### src/rtl/toggle_monitor.sv
// toggle_monitor: watches a toggling input X and measures the spacing of its edges.
// Reports an edge count, the last half-period, a lock flag once the spacing has
// matched HALF_PERIOD (+/- TOL) LOCK_N times in a row, and a sticky error flag
// for a wrong or stuck half-period.
// Build option: define TOGGLE_MONITOR_SYNC_EN to pass X through a 2-flop
// synchronizer before edge detection (all X responses move 2 cycles later).
module toggle_monitor #(
  parameter int HALF_PERIOD = 5,
  parameter int TOL         = 0,
  parameter int LOCK_N      = 3,
  parameter int CNT_W       = 8
) (
  input  logic             CLK,
  input  logic             RST_N,
  input  logic             EN,
  input  logic             CLR,
  input  logic             X,
  output logic [CNT_W-1:0] TOGGLES,
  output logic [CNT_W-1:0] HALF_CYC,
  output logic             LOCKED,
  output logic             ERR
);

  typedef enum logic [1:0] {
    IDLE = 2'd0,
    SYNC = 2'd1,
    MEAS = 2'd2,
    LOCK = 2'd3
  } state_t;

  // Window bounds are one bit wider than the counters so HALF_PERIOD+TOL never wraps;
  // a negative lower bound clamps to zero.
  localparam int              LO_INT  = (HALF_PERIOD > TOL) ? (HALF_PERIOD - TOL) : 0;
  localparam int              HI_INT  = HALF_PERIOD + TOL;
  localparam logic [CNT_W:0]  LO_B    = LO_INT[CNT_W:0];
  localparam logic [CNT_W:0]  HI_B    = HI_INT[CNT_W:0];
  localparam logic [CNT_W-1:0] CNT_MAX = '1;
  localparam logic [CNT_W-1:0] ONE     = {{(CNT_W-1){1'b0}}, 1'b1};
  localparam logic [CNT_W-1:0] LOCK_B  = LOCK_N[CNT_W-1:0];

  logic x_in;

`ifdef TOGGLE_MONITOR_SYNC_EN
  logic sync1_q;
  logic sync2_q;

  // Two-flop synchronizer for the asynchronous observed signal.
  always_ff @(posedge CLK or negedge RST_N) begin
    if (!RST_N) begin
      sync1_q <= 1'b0;
      sync2_q <= 1'b0;
    end else begin
      sync1_q <= X;
      sync2_q <= sync1_q;
    end
  end

  assign x_in = sync2_q;
`else
  assign x_in = X;
`endif

  state_t           state_q, state_d;
  logic             x_q, x_d;
  logic [CNT_W-1:0] run_cnt_q, run_cnt_d;
  logic [CNT_W-1:0] good_cnt_q, good_cnt_d;
  logic [CNT_W-1:0] toggles_q, toggles_d;
  logic [CNT_W-1:0] half_cyc_q, half_cyc_d;
  logic             locked_q, locked_d;
  logic             err_q, err_d;

  logic             edge_det;
  logic             in_meas;
  logic [CNT_W:0]   run_ext;
  logic             meas_good;
  logic             stuck;
  logic [CNT_W-1:0] good_inc;

  // Edge detection, window test and stuck test for the current cycle.
  always_comb begin
    edge_det  = (state_q != IDLE) && (x_in != x_q);
    in_meas   = (state_q == MEAS) || (state_q == LOCK);
    run_ext   = {1'b0, run_cnt_q};
    meas_good = (run_ext >= LO_B) && (run_ext <= HI_B);
    stuck     = in_meas && !edge_det && (run_ext > HI_B);
    good_inc  = (good_cnt_q < LOCK_B) ? (good_cnt_q + ONE) : good_cnt_q;
  end

  // Next-state and next-result logic; CLR outranks EN, edges and errors.
  always_comb begin
    state_d    = state_q;
    x_d        = x_in;
    run_cnt_d  = edge_det ? ONE : ((run_cnt_q == CNT_MAX) ? run_cnt_q : (run_cnt_q + ONE));
    good_cnt_d = good_cnt_q;
    toggles_d  = toggles_q;
    half_cyc_d = half_cyc_q;
    err_d      = err_q;

    if (CLR) begin
      toggles_d  = '0;
      half_cyc_d = '0;
      err_d      = 1'b0;
      good_cnt_d = '0;
      state_d    = EN ? SYNC : IDLE;
    end else if (!EN) begin
      state_d = IDLE;
    end else begin
      if (edge_det && (toggles_q != CNT_MAX)) begin
        toggles_d = toggles_q + ONE;
      end
      unique case (state_q)
        IDLE: state_d = SYNC;
        SYNC: begin
          // First edge only establishes a reference point.
          if (edge_det) state_d = MEAS;
        end
        MEAS, LOCK: begin
          if (edge_det) begin
            half_cyc_d = run_cnt_q;
            if (meas_good) begin
              good_cnt_d = good_inc;
              if (good_inc >= LOCK_B) state_d = LOCK;
            end else begin
              err_d      = 1'b1;
              good_cnt_d = '0;
              state_d    = SYNC;
            end
          end else if (stuck) begin
            err_d      = 1'b1;
            good_cnt_d = '0;
            state_d    = SYNC;
          end
        end
        default: state_d = IDLE;
      endcase
    end

    // LOCKED is registered so it tracks the LOCK state exactly.
    locked_d = (state_d == LOCK);
  end

  // State and result registers.
  always_ff @(posedge CLK or negedge RST_N) begin
    if (!RST_N) begin
      state_q    <= IDLE;
      x_q        <= 1'b0;
      run_cnt_q  <= '0;
      good_cnt_q <= '0;
      toggles_q  <= '0;
      half_cyc_q <= '0;
      locked_q   <= 1'b0;
      err_q      <= 1'b0;
    end else begin
      state_q    <= state_d;
      x_q        <= x_d;
      run_cnt_q  <= run_cnt_d;
      good_cnt_q <= good_cnt_d;
      toggles_q  <= toggles_d;
      half_cyc_q <= half_cyc_d;
      locked_q   <= locked_d;
      err_q      <= err_d;
    end
  end

  assign TOGGLES  = toggles_q;
  assign HALF_CYC = half_cyc_q;
  assign LOCKED   = locked_q;
  assign ERR      = err_q;

endmodule

### config.mk
export PLATFORM = sky130hd
export DESIGN_NAME = toggle_monitor
export DESIGN_NICKNAME = d
export VERILOG_FILES = /design/src/rtl/toggle_monitor.sv
export SDC_FILE = /design/constraint.sdc
export NUM_CORES = 1
export LEC_CHECK = 0
export ABC_CLOCK_PERIOD_IN_PS = 3100
export BUFFER_PORTS_ARGS = -buffer_cell sky130_fd_sc_hd__buf_2
export CAP_MARGIN = 20
export CORE_MARGIN = 2
export CORE_UTILIZATION = 55
export DETAILED_ROUTE_END_ITERATION = 7
export GPL_TIMING_DRIVEN = 0
export PLACE_DENSITY = 0.73
export SKIP_CTS_REPAIR_TIMING = 1
export SYNTH_ARGS = -nofsm -noshare
export SYNTH_HDL_FRONTEND = slang
export SYNTH_SLANG_ARGS = --single-unit
### constraint.sdc
create_clock -name CLK -period 3.1 [get_ports CLK]
set_input_delay 0.155 -clock CLK [delete_from_list [all_inputs] [get_ports CLK]]
set_output_delay 0.155 -clock CLK [all_outputs]
set_load 0.1 [all_outputs]
==> results of run 1 <==
==> metal layers <==
metal  global-route usage [%]  up-vias  wire (microns)
met5                        0        -               0
met4                     7.22        0              68
met3                     5.23       14             269
met2                     34.8       73            1790
met1                     26.9      716            1660
li1                         -      735               -
==> per-stage QoR <==
| step | total power, mW | util [%] | cells |
|---|---|---|---|
| CTS | 1.22 | 65.0 | 254 |
| finish | 1.22 | 65.6 | 256 |
| global placement | 0.789 | 61.9 | 246 |
| floorplan | 0.733 | - | 178 |
| global route | 1.28 | 65.6 | 256 |
| detailed placement | 0.803 | 61.9 | 246 |
==> final timing paths <==
check	slack [ps]	cells past startpoint	to	startpoint
min reg2reg	510	1	HALF_CYC[4]$_DFFE_PN0P_	HALF_CYC[4]$_DFFE_PN0P_
max reg2reg	920	6	ERR$_DFFE_PN0P_	run_cnt_q[0]$_DFFE_PN0P_
min in group asynchronous	410	2	TOGGLES[4]$_DFFE_PN0P_	RST_N
max in group asynchronous	2170	2	HALF_CYC[1]$_DFFE_PN0P_	RST_N
min	170	3	state_q[1]$_DFF_PN0_	CLR
max	920	6	ERR$_DFFE_PN0P_	run_cnt_q[0]$_DFFE_PN0P_
==> layout by cell type (no fill, tap or decap), types with 3 or more instances in the layout <==
cell type / netlist / layout
dfrtp_1: 37 / 37
buf_2: 2 / 24
nor2_1: 13 / 13
nand2_1: 10 / 10
a21oi_1: 10 / 10
nor3b_1: 8 / 8
o21ai_0: 8 / 8
a22o_1: 8 / 8
or4_1: 5 / 5
nand3b_1: 5 / 5
nor3_1: 5 / 5
o31ai_1: 5 / 5
nand3_1: 5 / 5
ha_1: 5 / 5
clkbuf_4: 0 / 5
nand4_1: 4 / 4
inv_1: 3 / 3
a31oi_1: 3 / 3
and3_1: 3 / 3
xor2_1: 3 / 3
==> cell type report <==
cell class | instances | area share (%)
Clock buffer | 5 | 1.73
Tap cell | 46 | 2.65
Timing Repair Buffer | 24 | 5.99
Sequential cell | 37 | 42.7
Multi-Input combinational cell | 133 | 42.0
Buffer | 5 | 1.44
Clock inverter | 3 | 3.00
Inverter | 3 | 0.519
==> worst max-delay path, cell delays in order (launching register included) <==
cell	delay, ps
dfrtp_1	450
inv_1	100
ha_1	220
nor3b_1	430
mux2i_1	170
a31oi_1	550
o21ba_2	210
==> flip-flops by register name, summed over array words and instances, names as in the netlist <==
signal      flops
LOCKED          1
run_cnt_q       8
HALF_CYC        8
good_cnt_q      8
ERR             1
TOGGLES         8
state_q         2
x_q             1
==> cells by family (layout without fill, tap and decap cells) <==
logic type	Yosys count	count (layout)	synth area share, %
fa+ha+maj	5	5	3.33
flops	37	37	49.2
simple gates	75	75	24.2
mux	2	2	1.06
compound gates	45	45	16.8
xor+xnor	6	6	3.19
buf+inv	8	40	2.26
==> power groups by stage <==
stage / registers [mW] / clock network [mW] / logic, mW
3_3_place_gp: 0.550 / 0 / 0.238
2_1_floorplan: 0.569 / 0 / 0.164
3_5_place_dp: 0.552 / 0 / 0.250
5_1_grt: 0.549 / 0.448 / 0.280
4_1_cts: 0.542 / 0.426 / 0.252
6_report: 0.543 / 0.418 / 0.255
==> impl_metrics.env, run 1 <==
export IMPL_status="finished, final reports clean"
export IMPL_dr_total_vias=1538
export IMPL_hold_class="in2reg"
export IMPL_p_int_mw=0.845
export IMPL_async_flop_share_pct=100
export IMPL_pwr_share_seq_pct=44.6
export IMPL_combPwrFrac_pct=21.0
export IMPL_antenna_found_initial=0
export IMPL_synth_seq_area_share_pct=49.2
export IMPL_drc=0
export IMPL_synth_area_leaders="dfrtp_1 (49%), a22o_1 (3.7%), ha_1 (3.3%)"
export IMPL_seq_area_sq_um=926
export IMPL_start_kind="flip-flop"
export IMPL_syn_area_sq_um=1880
export IMPL_dieHeight_microns=62.5
export IMPL_final_hold_viol_count=0
export IMPL_pre_cts_slack_ps=989
export IMPL_area_growth_pct=15.4
export IMPL_multiInputGateArea_sq_um=912
export IMPL_start_util_pct=56.8
export IMPL_drtIter0Drc=145
export IMPL_power_density_nw_per_um2=560
export IMPL_cts_sinks=37
export IMPL_synth_nets=188
export IMPL_power_frac_clock_pct=34.4
export IMPL_numCtsBuffers=5
export IMPL_track_usage_pct=21.0
export IMPL_die_w_microns=62.5
export IMPL_switching_share_pct=30.5
export IMPL_fillers=273
export IMPL_synth_distinct_cells=46
export IMPL_rsz0062_at_grt="false"
export IMPL_placed_area_sq_um=2050
export IMPL_maxSlewHeadroom_pct=46.1
export IMPL_syn_inst=178
export IMPL_p_leak_nw=0.995
export IMPL_hold_ws_ps=172
export IMPL_grt_max_degree=38
export IMPL_h_tree_depth=2
export IMPL_cts_tree="done"
export IMPL_synth_commonest_cells="dfrtp_1 (37), nor2_1 (13), a21oi_1 (10), nand2_1 (10)"
export IMPL_cts_root_buf="clkbuf_4"
export IMPL_ant_nets=0
export IMPL_first_global_vias=1485
export IMPL_yosysMostFrequentCell="dfrtp_1"
export IMPL_wl_per_cell_microns=14.8
export IMPL_fin_area_sq_um=2170
export IMPL_hpwl_microns=2720
export IMPL_period_needed_ps=2180
export IMPL_drtPass1Iterations=4
export IMPL_end_kind="flip-flop"
export IMPL_synth_top_area_cell="dfrtp_1"
export IMPL_fin_crit_sh_pct=70.4
export IMPL_row_count=21
export IMPL_tightest_slew_ps=809
export IMPL_synth_seq_cells=37
export IMPL_routed_wl_microns=3800
export IMPL_grt_remaining_overflow=0
export IMPL_final_setup_tns_ps=0
export IMPL_vias_per_cell=6.01
export IMPL_avgSynthCellArea_sq_um=10.6
export IMPL_gp_congestion=0.805
export IMPL_fp_dieArea_sq_um=3900
export IMPL_num_nets_final=219
export IMPL_path_max_fanout=7
export IMPL_core_sq_um=3310
export IMPL_worst_slack_ps=917
export IMPL_peakVddDrop_mv=0.394
export IMPL_crit_type="reg2reg"
export IMPL_drv_slew=0
export IMPL_maxCapViolations=0
export IMPL_critPathArrivalTime_ps=2480
export IMPL_io_pins=23
export IMPL_synth_top_area_share_pct=49.2
export IMPL_fin_worst_skew_ps=9.43
export IMPL_crit_required_ps=3400
export IMPL_setup_viol=0
export IMPL_port_buffers=22
export IMPL_n_antenna_cell=0
export IMPL_synth_edff_count=0
export IMPL_clockBufferDepth=2
export IMPL_drive_gt1_share_pct=20.5
export IMPL_grt_pass1_wl_microns=6570
export IMPL_synth_warnings=0
export IMPL_clk_latency_ps=350
export IMPL_max_freq_mhz=458
export IMPL_p_switching_mw=0.370
export IMPL_synth_main_ff_cell="dfrtp_1"
export IMPL_path_clk_slew_ps=120
No activity file was read; power rests on OpenSTA's default activity.
==> run 2, diff against run 1 <==
- ABC_AREA: default -> 1
- ABC_CLOCK_PERIOD_IN_PS: 3100 -> 2200
- clock period: 3.1 -> 2.2 ns (I/O delays scaled with it)
==> run 2 against run 1 <==
Combinational power up 43%; clock power down 15%; worst setup slack worse by 440 ps; final cell count up 15%; sequential share of layout area up 1.2 points; largest cell class unchanged; largest power group unchanged.
==> impl_metrics.env, run 2 <==
export IMPL_vias_per_cell=4.97
export IMPL_start_kind="input port"
export IMPL_final_cell_mix="nand2_1 (38), dfrtp_1 (37), inv_1 (28), nor2_1 (25), buf_2 (22)"
export IMPL_first_global_vias=1250
export IMPL_grt_remaining_overflow=0
export IMPL_io_pins=23
export IMPL_routed_wl_microns=3270
export IMPL_grt_busiest_layer="met2"
export IMPL_n_antenna_cell=0
export IMPL_end_kind="flip-flop"
export IMPL_peakVddDrop_mv=0.435
export IMPL_grt_pass1_wl_microns=5390
export IMPL_start_util_pct=56.3
export IMPL_die_w_microns=62.0
export IMPL_placed_area_sq_um=2020
export IMPL_wl_per_cell_microns=11.1
export IMPL_synth_seq_cells=37
export IMPL_row_count=21
export IMPL_r2r_worst_path_cells=11
export IMPL_fin_crit_sh_pct=78.3
export IMPL_synth_top_area_cell="dfrtp_1"
export IMPL_gr_usage_met3_pct=6.42
export IMPL_yosysMostFrequentCell="nand2_1"
export IMPL_cpMaxStageDelayCell="dlygate4sd3_1"
export IMPL_drc=0
export IMPL_synth_area_leaders="dfrtp_1 (50%), nand2_1 (7.7%), inv_1 (5.7%)"
export IMPL_async_flop_share_pct=100
export IMPL_hold_ws_ps=367
export IMPL_fin_worst_skew_ps=13.3
export IMPL_path_clk_slew_ps=110
export IMPL_crit_type="in2reg"
export IMPL_synth_edff_count=0
export IMPL_drtPass1Iterations=4
export IMPL_tightest_slew_ps=790
export IMPL_maxCapViolations=0
export IMPL_ant_nets=0
export IMPL_synth_nets=225
export IMPL_avgSynthCellArea_sq_um=8.60
export IMPL_synth_top_area_share_pct=50.1
export IMPL_setup_viol=0
export IMPL_h_tree_depth=2
export IMPL_synth_main_ff_cell="dfrtp_1"
export IMPL_maxSlewHeadroom_pct=47.4
export IMPL_synth_warnings=0
export IMPL_dr_total_vias=1460
export IMPL_period_needed_ps=1720
export IMPL_clockBufferDepth=2
export IMPL_dieHeight_microns=62.0
export IMPL_antenna_found_initial=0
export IMPL_rsz0062_at_grt="false"
export IMPL_r2r_end="ERR$_DFFE_PN0P_"
export IMPL_port_buffers=22
export IMPL_ff2ff_setup_slack_ps=500
export IMPL_syn_area_sq_um=1850
export IMPL_hpwl_microns=2400
export IMPL_drv_slew=0
export IMPL_gp_congestion=0.829
export IMPL_final_setup_tns_ps=0
export IMPL_use_met1_pct=26.3
export IMPL_use_met2_pct=28.6
export IMPL_final_common_cell="nand2_1"
export IMPL_r2r_start="run_cnt_q[0]$_DFFE_PN0P_"
export IMPL_hold_class="in2async"
export IMPL_synth_commonest_cells="nand2_1 (38), dfrtp_1 (37), inv_1 (28)"
export IMPL_drtIter0Drc=93
export IMPL_fin_area_sq_um=2110
export IMPL_grt_max_degree=38
export IMPL_cts_tree="done"
export IMPL_critPathTopFamily="simple AND/OR/NAND/NOR gates"
export IMPL_path_max_fanout=8
export IMPL_p_leak_nw=1.06
export IMPL_power_total_mw=1.50
export IMPL_critPathArrivalTime_ps=1960
export IMPL_syn_inst=215
export IMPL_pre_cts_slack_ps=526
export IMPL_power_density_nw_per_um2=712
export IMPL_status="finished, final reports clean"
export IMPL_final_hold_viol_count=0
export IMPL_numCtsBuffers=5
export IMPL_crit_required_ps=2440
export IMPL_worst_slack_ps=477
export IMPL_worst_path_largest_cell_delay_ps=520
export IMPL_drive_gt1_share_pct=18.5
export IMPL_cts_sinks=37
export IMPL_max_freq_mhz=580
export IMPL_clk_latency_ps=340
export IMPL_track_usage_pct=19.4
export IMPL_num_nets_final=258
export IMPL_synth_distinct_cells=32
export IMPL_cp_cell_sequence="dlygate4sd3_1, buf_2, or2_1, nand2_2, nor2_2, o211ai_1, nand2_2, nand3_1, nand2_1, nand2_1, o21a_1"
export IMPL_core_sq_um=3280
export IMPL_synth_seq_area_share_pct=50.1
export IMPL_area_growth_pct=14.2
export IMPL_critPathBufInv=2
export IMPL_fp_dieArea_sq_um=3840
export IMPL_cts_root_buf="clkbuf_4"
-- run 2: cell types whose count changed after synthesis, moves of 4 or more --
cell and change:
nand3b_1 -4, o21ai_0 +13, nor2_1 +12, a22o_1 -8, nor3b_1 -8, nand2_2 +4, nand2_1 +28, nand3_1 +12
or4_1 -5, inv_1 +25, o31ai_1 -4
-- run 2: worst max path at each step --
stage,start,endpoint,slack (ps),cells after the start
after floorplan,TOGGLES[1]$_DFFE_PN0P_,TOGGLES[5]$_DFFE_PN0P_,30,8
after global placement,x_q$_DFF_PN0_,TOGGLES[6]$_DFFE_PN0P_,540,9
after detailed placement,run_cnt_q[0]$_DFFE_PN0P_,ERR$_DFFE_PN0P_,530,11
after CTS,run_cnt_q[0]$_DFFE_PN0P_,ERR$_DFFE_PN0P_,490,11
after global routing,X,TOGGLES[6]$_DFFE_PN0P_,290,11
final,X,TOGGLES[6]$_DFFE_PN0P_,480,11
-- run 2: cell families (layout without fill, tap and decap cells) --
group	Yosys count	count (layout)	share of synthesized area (%)
buf+inv	32	65	7.04
compound gates	39	39	12.5
simple gates	102	102	27.0
flops	37	37	50.1
fa+ha+maj	5	5	3.39
-- run 2: power by group --
group	leakage [nW]	internal [mW]	switching, mW
Sequential	0.500	0.730	0.0499
Combinational	0.530	0.103	0.262
Clock	0.0314	0.151	0.206
-- run 2: cell type report --
cell class              instances  area [sq um]
flip-flops and latches         37           926
fillers                       290          1170
plain buffers                   2          15.0
clock buffers                   7          55.1
inverters                      30           115
multi-input cells             146           792
well taps                      46          57.6
repair buffers                 26           150
-- run 2: worst reg2reg max path, stage by stage (launching register included) --
cell and delay (ps):
dfrtp_1 420, inv_1 100, ha_1 200, nor2_1 100
nor2_1 40, nand2_1 110, nand3_4 100, o21ai_4 180
and2_4 170, buf_6 110, nor2_4 30, nor2_2 70
-- run 2: routing by layer --
layer	wire length, microns	vias up
met4	60	0
met5	0	-
met3	132	7
met2	1380	29
li1	-	762
met1	1700	662
-- run 2: per-stage QoR --
stage | util, % | std cells
final | 64.3 | 294
after global routing | 64.3 | 294
after CTS | 63.0 | 290
after detailed placement | 61.4 | 283
after global placement | 61.4 | 283
after floorplan | - | 215
==> run 3, diff against run 2 <==
- ABC_CLOCK_PERIOD_IN_PS: 2200 -> 1800
- clock period: 2.2 -> 1.8 ns (I/O delays scaled with it)
==> run 3 against run 2 <==
Sequential power up 23%; largest power group unchanged; critical path depth stayed put; via count grew 1.6%; critical endpoint is now ERR$_DFFE_PN0P_; clock skew is 6.2 ps lower; clock power up 16%; design area rose by 2.0%; register-to-register slack got worse by 400 ps; hold slack worse by 6.0 ps; non-clock buffer count increased by 1; utilization is 1.3 points higher; combinational power up 27%; count of clock-buffer cells in the layout shrank 1.
==> impl_metrics.env, run 3 (synthesized netlist as in run 2, its figures left out) <==
export IMPL_gp_congestion=0.823
export IMPL_r2r_end="ERR$_DFFE_PN0P_"
export IMPL_start_util_pct=56.3
export IMPL_core_sq_um=3280
export IMPL_power_density_nw_per_um2=853
export IMPL_fillers=283
export IMPL_hold_class="in2async"
export IMPL_ant_nets=0
export IMPL_final_util_pct=65.5
export IMPL_pre_cts_slack_ps=94.0
export IMPL_drtIter0Drc=63
export IMPL_drc=0
export IMPL_crit_required_ps=2040
export IMPL_row_count=21
export IMPL_io_pins=23
export IMPL_crit_type="in2reg"
export IMPL_track_usage_pct=20.3
export IMPL_cts_root_buf="clkbuf_4"
export IMPL_status="finished, final reports clean"
export IMPL_maxCapViolations=0
export IMPL_port_buffers=22
export IMPL_grt_pass1_wl_microns=5660
export IMPL_final_hold_viol_count=0
export IMPL_final_common_cell="nand2_1"
export IMPL_path_max_fanout=9
export IMPL_p_leak_nw=1.07
export IMPL_dr_total_vias=1483
export IMPL_grt_remaining_overflow=0
export IMPL_n_antenna_cell=0
export IMPL_final_cells=296
export IMPL_dp_cells=283
export IMPL_peakVddDrop_mv=0.550
export IMPL_fin_crit_sh_pct=94.2
export IMPL_die_w_microns=62.0
export IMPL_antenna_found_initial=0
export IMPL_tightest_slew_ps=803
export IMPL_dieHeight_microns=62.0
export IMPL_fin_area_sq_um=2150
export IMPL_ff2ff_setup_slack_ps=100
export IMPL_routed_wl_microns=3310
export IMPL_wl_per_cell_microns=11.2
export IMPL_drv_slew=0
export IMPL_critPathArrivalTime_ps=1940
export IMPL_setup_viol=0
export IMPL_drtPass1Iterations=4
export IMPL_area_growth_pct=16.5
export IMPL_hpwl_microns=2390
export IMPL_r2r_start="x_q$_DFF_PN0_"
export IMPL_rsz0062_at_grt="true"
export IMPL_clockBufferDepth=2
export IMPL_path_clk_slew_ps=110
export IMPL_fin_worst_skew_ps=7.02
export IMPL_start_kind="input port"
export IMPL_h_tree_depth=2
export IMPL_r2r_worst_path_cells=9
export IMPL_period_needed_ps=1700
export IMPL_num_nets_final=259
export IMPL_cts_tree="done"
export IMPL_grt_max_degree=38
export IMPL_final_cell_mix="nand2_1 (36), dfrtp_1 (28), inv_1 (26), nor2_1 (24), buf_2 (22)"
export IMPL_drive_gt1_share_pct=25.2
export IMPL_vias_per_cell=5.01
export IMPL_placed_area_sq_um=2030
export IMPL_fp_dieArea_sq_um=3840
export IMPL_cts_sinks=37
export IMPL_maxSlewHeadroom_pct=46.5
export IMPL_first_global_vias=1312
export IMPL_end_kind="flip-flop"
export IMPL_worst_slack_ps=105
export IMPL_clk_latency_ps=340
export IMPL_hold_ws_ps=361
export IMPL_max_freq_mhz=590
export IMPL_numCtsBuffers=5
==> run 3: how the worst max path moves through the flow <==
stage	startpoint	end	slack, ps	cells past startpoint
after floorplan	TOGGLES[4]$_DFFE_PN0P_	TOGGLES[5]$_DFFE_PN0P_	60	7
after global placement	x_q$_DFF_PN0_	TOGGLES[4]$_DFFE_PN0P_	120	9
after detailed placement	x_q$_DFF_PN0_	TOGGLES[4]$_DFFE_PN0P_	90	9
after CTS	x_q$_DFF_PN0_	TOGGLES[4]$_DFFE_PN0P_	70	9
after global routing	run_cnt_q[0]$_DFFE_PN0P_	run_cnt_q[5]$_DFFE_PN0P_	-10	10
final	X	ERR$_DFFE_PN0P_	100	11
==> run 3: area by class of cell <==
type                    instances  area [sq um]  area share [%]
plain buffers                   2          15.0           0.698
clock buffers                   6          41.3            1.92
clock inverters                 2          10.0           0.465
inverters                      30           115            5.35
multi-input cells             146           813            37.8
flip-flops and latches         37           942            43.8
well taps                      46          57.6            2.67
repair buffers                 27           158            7.33
==> run 3: metrics by stage <==
step	power, mW	TNS [ps]
5_1_grt	1.97	-19.4
3_5_place_dp	1.42	0
4_1_cts	1.83	0
3_3_place_gp	1.41	0
2_1_floorplan	1.31	0
6_report	1.84	0
==> run 3: worst max-delay path: stages <==
cell and delay [ps]:
dlygate4sd3_1 530, buf_2 130, or2_1 210, nand2_2 130, inv_4 80, a21oi_4 280
o21ai_4 110, and2_4 150, buf_6 120, nor2_4 70, nor2_2 30
==> run 3: report_power, final <==
part	total, mW	internal [mW]	switching (mW)
logic	0.463	0.134	0.330
registers	0.960	0.897	0.0625
clock network	0.413	0.149	0.264
total	1.84	1.18	0.656
==> run 3: per-layer routing <==
layer  up-vias  global-route usage, %  wire [microns]
li1        767                      -               -
met3         5                   7.45             117
met2        23                   29.8            1470
met4         0                   6.99              46
met1       688                   27.7            1670
met5         -                      0               0
